$ cat config.mk
export PLATFORM = sky130hd
export DESIGN_NAME = lfsr_rand_gen
export DESIGN_NICKNAME = d
export VERILOG_FILES = /design/src/rtl/lfsr_rand_gen.sv
export SDC_FILE = /design/constraint.sdc
export NUM_CORES = 1
export LEC_CHECK = 0
export BUFFER_PORTS_ARGS = -buffer_cell sky130_fd_sc_hd__buf_2
export CAP_MARGIN = 20
export CORE_ASPECT_RATIO = 0.6
export CORE_MARGIN = 2
export CORE_UTILIZATION = 30
export DETAILED_ROUTE_END_ITERATION = 10
export GPL_TIMING_DRIVEN = 0
export HOLD_SLACK_MARGIN = 0.1
export PLACE_DENSITY_LB_ADDON = 0.25
export SKIP_LAST_GASP = 1
export SYNTH_ARGS = -nofsm -noshare
export SYNTH_HDL_FRONTEND = slang
export SYNTH_SLANG_ARGS = --single-unit
$ cat constraint.sdc
create_clock -name clk -period 4 [get_ports clk]
set_clock_uncertainty 0.15 [all_clocks]
set_input_delay 0.4 -clock clk [delete_from_list [all_inputs] [get_ports clk]]
set_output_delay 0.4 -clock clk [all_outputs]
set_load 0.05 [all_outputs]
$ cat src/rtl/lfsr_rand_gen.sv
// Galois LFSR with seed load and zero-lockup guard, plus a rejection-sampling draw engine.
// Latency: req accepted in cycle N gives valid in N+2 at best, longer on rejections or reduction.
// Backpressure: none. req is ignored while busy, and valid is a one-cycle pulse with no ready.
module lfsr_rand_gen #(
    parameter int               WIDTH        = 16,
    parameter logic [WIDTH-1:0] TAPS         = 16'hB400,
    parameter logic [WIDTH-1:0] DEFAULT_SEED = 16'hACE1,
    parameter int               OUT_W        = 8,
    parameter int               MAX_TRIES    = 8
) (
    input  logic             clk,
    input  logic             rst,
    input  logic [WIDTH-1:0] seed,
    input  logic             load,
    input  logic             req,
    input  logic [OUT_W-1:0] limit,
    output logic             busy,
    output logic             valid,
    output logic [OUT_W-1:0] rand_out,
    output logic             fallback,
    output logic             q
);

    localparam int TW = (MAX_TRIES > 1) ? $clog2(MAX_TRIES) : 1;
    localparam logic [TW-1:0] LAST_TRY = TW'(MAX_TRIES - 1);

    typedef enum logic [1:0] {IDLE, DRAW, REDUCE} fsm_t;

    fsm_t             fsm, fsm_nxt;
    logic [WIDTH-1:0] lfsr, lfsr_step, lfsr_nxt;
    logic [OUT_W-1:0] lim_r, lim_nxt;
    logic [OUT_W-1:0] w, w_nxt;
    logic [OUT_W-1:0] rand_nxt, cand;
    logic [TW-1:0]    tries, tries_nxt;
    logic             valid_nxt, fb_nxt;

    // A zero state would lock the register up, whether it came from a seed or a bad tap mask.
    always_comb begin
        lfsr_step = (lfsr >> 1) ^ (lfsr[0] ? TAPS : '0);
        lfsr_nxt  = load ? seed : lfsr_step;
        if (lfsr_nxt == '0) begin
            lfsr_nxt = DEFAULT_SEED;
        end
    end

    assign cand = lfsr[OUT_W-1:0];

    always_comb begin
        fsm_nxt   = fsm;
        lim_nxt   = lim_r;
        tries_nxt = tries;
        w_nxt     = w;
        rand_nxt  = rand_out;
        fb_nxt    = fallback;
        valid_nxt = 1'b0;
        case (fsm)
            IDLE: begin
                if (req) begin
                    lim_nxt   = limit;
                    tries_nxt = '0;
                    fsm_nxt   = DRAW;
                end
            end
            DRAW: begin
                if ((lim_r == '0) || (cand < lim_r)) begin
                    rand_nxt  = cand;
                    fb_nxt    = 1'b0;
                    valid_nxt = 1'b1;
                    fsm_nxt   = IDLE;
                end else if (tries == LAST_TRY) begin
                    w_nxt   = cand;
                    fsm_nxt = REDUCE;
                end else begin
                    tries_nxt = tries + TW'(1);
                end
            end
            REDUCE: begin
                // Repeated subtraction: w stays >= lim_r on this branch, so it never underflows.
                if (w < lim_r) begin
                    rand_nxt  = w;
                    fb_nxt    = 1'b1;
                    valid_nxt = 1'b1;
                    fsm_nxt   = IDLE;
                end else begin
                    w_nxt = w - lim_r;
                end
            end
            default: fsm_nxt = IDLE;
        endcase
    end

    always_ff @(posedge clk) begin
        if (rst) begin
            lfsr     <= DEFAULT_SEED;
            fsm      <= IDLE;
            lim_r    <= '0;
            tries    <= '0;
            w        <= '0;
            rand_out <= '0;
            fallback <= 1'b0;
            valid    <= 1'b0;
        end else begin
            lfsr     <= lfsr_nxt;
            fsm      <= fsm_nxt;
            lim_r    <= lim_nxt;
            tries    <= tries_nxt;
            w        <= w_nxt;
            rand_out <= rand_nxt;
            fallback <= fb_nxt;
            valid    <= valid_nxt;
        end
    end

    assign busy = (fsm != IDLE);
    assign q    = lfsr[0];

endmodule
==> impl_metrics.toml <==
[synth]
yosysWarnings = 0
async_flop_share = 0
synth_area_per_cell_sq_um = 8.72
synth_common_cells = "47 x dfxtp_1, 36 x nor2_1, 33 x nand2_1"
netlist_area_sq_mm = 0.00279
yosys.area.top_type = "dfxtp_1"
ys_seq_area_frac = 0.337
ys.flop_type = "dfxtp_1"
synth_edf_count = 0
synth.most_common_cell = "dfxtp_1"
synth.top_cell.area_share = 0.337
ys_ff_latch = 47
ys_types = 50
netlist_top_cells_area = "dfxtp_1 34%, mux2i_1 11%, ha_1 9.0%, nor2_1 4.8%, nand2_1 4.4%"
synthesis.nets = 369
synthCells = 320

[drt]
finalWirelength_um = 7280
first_pass_iters = 4
num_vias = 2452
drt-initial-drc-count = 113
drtAntennaViolNets = 0
avgRoutedWirePerCell_um = 15.1
via_per_inst = 5.09
drcViolationCount = 0

[setup_path]
required_ns = 4.02
start_kind = "register"
crit_fanout = 10
reg2reg_depth = 9
end_kind = "register"
worstPathArrival_ns = 2.88
r2r_end = "w[3]$_SDFFE_PP0P_"
reg2reg_slack_ns = 1.15
r2r-start = "lim_r[0]$_SDFFE_PP0P_"
critPathKind = "register to register"

[die]
io_pins = 40
fp.dieW_um = 129
die_h_um = 78.7
core-area_sq_mm = 0.00912
initial_core_util = 0.306
dieArea_sq_mm = 0.0101
core.rowCount = 27

[clock_tree]
h-tree-depth = 2
cts_resized = 0
ctsRootBufferMaster = "clkbuf_16"
cts_setup_buffers = 0
cts_hold_buf = 0
clk_latency_ns = 0.30
path_clk_slew_ns = 0.07
cts_tree = "yes"
cts_buffer_depth = 2
cts_sinks = 47
numCtsBuffers = 5

[run_status]
outcome = "finished, final reports clean"

[timing]
fin_crit_ns = 2.85
setup_violations = 0
worstMarginPinSlew_ns = 0.663
fmax_mhz = 351
tns_ns = 0
rsz0062_at_grt = "no"
final.period_utilization = 0.713
hold_violations = 0
hold_slack_ns = 0.186
slew_viol_final = 0
relSlewSlack = 0.557

[grt]
grt_pass1_wl_um = 11700
grt_max_degree = 16
grt.total_usage = 0.150
grt_pass1_vias = 2283
antenna_found_initial = 0
grt_overflow = 0

[placed_design]
gp_congestion = 0.835
io_buffers = 38
detailed_place_hpwl_um = 5590

[pwr]
ir_drop_v = 0.000164
total_power_w = 0.00124
power.leakage_nw = 1.37
power_per_cell_area_mw_per_mm2 = 378

[run]
max_cap_violations = 0

[layout]
drive_above_1_share = 0.178
area_growth_pct = 17.6
fin_nets = 414
n_antenna_cell = 0

[min_path]
hold_class = "primary input to register"
whs_endpoint = "lfsr[10]$_SDFF_PP1_"
min-delay-start = "seed[10]"
whs_path_depth = 3
-- layer usage --
metal | up-vias | global-route usage | wire, um
li1 | 1240 | - | -
met1 | 1145 | 0.229 | 4010
met2 | 61 | 0.208 | 2790
met3 | 6 | 0.0350 | 385
met4 | 0 | 0.0424 | 82
met5 | - | 0 | 0
-- worst max-delay path: stages (launching register included) --
cell and delay [ns]:
dfxtp_1 0.36, ha_1 0.25, fa_1 0.41, nor2b_1 0.24
o31a_2 0.23, o221ai_1 0.12, a21oi_1 0.30, buf_2 0.35
mux2i_1 0.26, nor2_1 0.05
-- power by group --
group,leakage (nW),total [W],internal (W),switching [W]
clock,0.0731,0.000441,0.000250,0.000191
combinational,0.913,0.000279,0.000108,0.000171
sequential,0.386,0.000520,0.000496,0.0000241
total,1.37,0.00124,0.000854,0.000387
-- flip-flops by register name, summed over array words and instances, names as in the netlist --
signal	count
fallback	1
fsm	2
valid	1
rand_out	8
lfsr	16
tries	3
w	8
lim_r	8
-- cell type report --
class                      instances  area [sq um]
tap                              116           145
sequential                        47           941
multi-input combinational        240          1680
clock inverter                     2          16.3
fill                             964          5840
buffer                            14           104
inverter                          19          71.3
timing repair buffer              38           190
clock buffer                       6           139
-- per-stage QoR --
step	util	cells	setup WS, ns	instance area, sq um
6_report	0.360	482	1.15	3280
5_1_grt	0.360	482	0.915	3280
3_3_place_gp	0.343	474	1.25	3130
4_1_cts	0.360	482	1.18	3280
2_1_floorplan	-	320	1.67	2790
3_5_place_dp	0.343	474	1.20	3130
-- cells in the final DEF (no fill, tap or decap), types with 2 or more instances in the layout --
| cell | netlist | routed |
|---|---|---|
| nand3b_1 | 3 | 3 |
| mux2i_1 | 30 | 30 |
| nand2_1 | 33 | 33 |
| o22ai_1 | 2 | 2 |
| o21ai_0 | 11 | 11 |
| a2bb2oi_1 | 2 | 2 |
| a311oi_1 | 3 | 3 |
| xor2_1 | 4 | 4 |
| buf_2 | 2 | 40 |
| nor3_1 | 9 | 9 |
| clkbuf_8 | 4 | 5 |
| a211oi_1 | 4 | 4 |
| a2111oi_0 | 3 | 3 |
| a31oi_1 | 2 | 2 |
| nand2b_1 | 5 | 5 |
| dfxtp_1 | 47 | 47 |
| nor4_1 | 8 | 8 |
| o21a_1 | 7 | 7 |
| inv_1 | 19 | 19 |
| o221ai_1 | 2 | 2 |
| o31ai_1 | 3 | 3 |
| ha_1 | 20 | 20 |
| clkbuf_16 | 0 | 5 |
| nor2b_1 | 5 | 5 |
| a21oi_1 | 17 | 17 |
| clkbuf_1 | 5 | 5 |
| nand3_1 | 11 | 11 |
| nor2_1 | 36 | 36 |
-- kinds of logic (layout without fill, tap and decap cells) --
logic type | Yosys count | count (layout) | synth area share
xor+xnor | 5 | 5 | 0.0157
simple gates | 117 | 117 | 0.198
fa+ha+maj | 21 | 21 | 0.0968
flops | 47 | 47 | 0.337
buf+inv | 33 | 79 | 0.0627
compound gates | 66 | 66 | 0.178
mux | 31 | 31 | 0.112
-- how the worst max path moves through the flow --
stage / from / endpoint / slack [ns] / cells after the start
floorplan: w[0]$_SDFFE_PP0P_ / w[0]$_SDFFE_PP0P_ / 1.67 / 10
global placement: lim_r[0]$_SDFFE_PP0P_ / w[0]$_SDFFE_PP0P_ / 1.25 / 9
detailed placement: lim_r[0]$_SDFFE_PP0P_ / w[3]$_SDFFE_PP0P_ / 1.20 / 9
CTS: lim_r[0]$_SDFFE_PP0P_ / w[3]$_SDFFE_PP0P_ / 1.18 / 9
global route: lim_r[0]$_SDFFE_PP0P_ / w[1]$_SDFFE_PP0P_ / 0.91 / 9
finish: lim_r[0]$_SDFFE_PP0P_ / w[3]$_SDFFE_PP0P_ / 1.15 / 9
(Power assumes the default switching activity.)
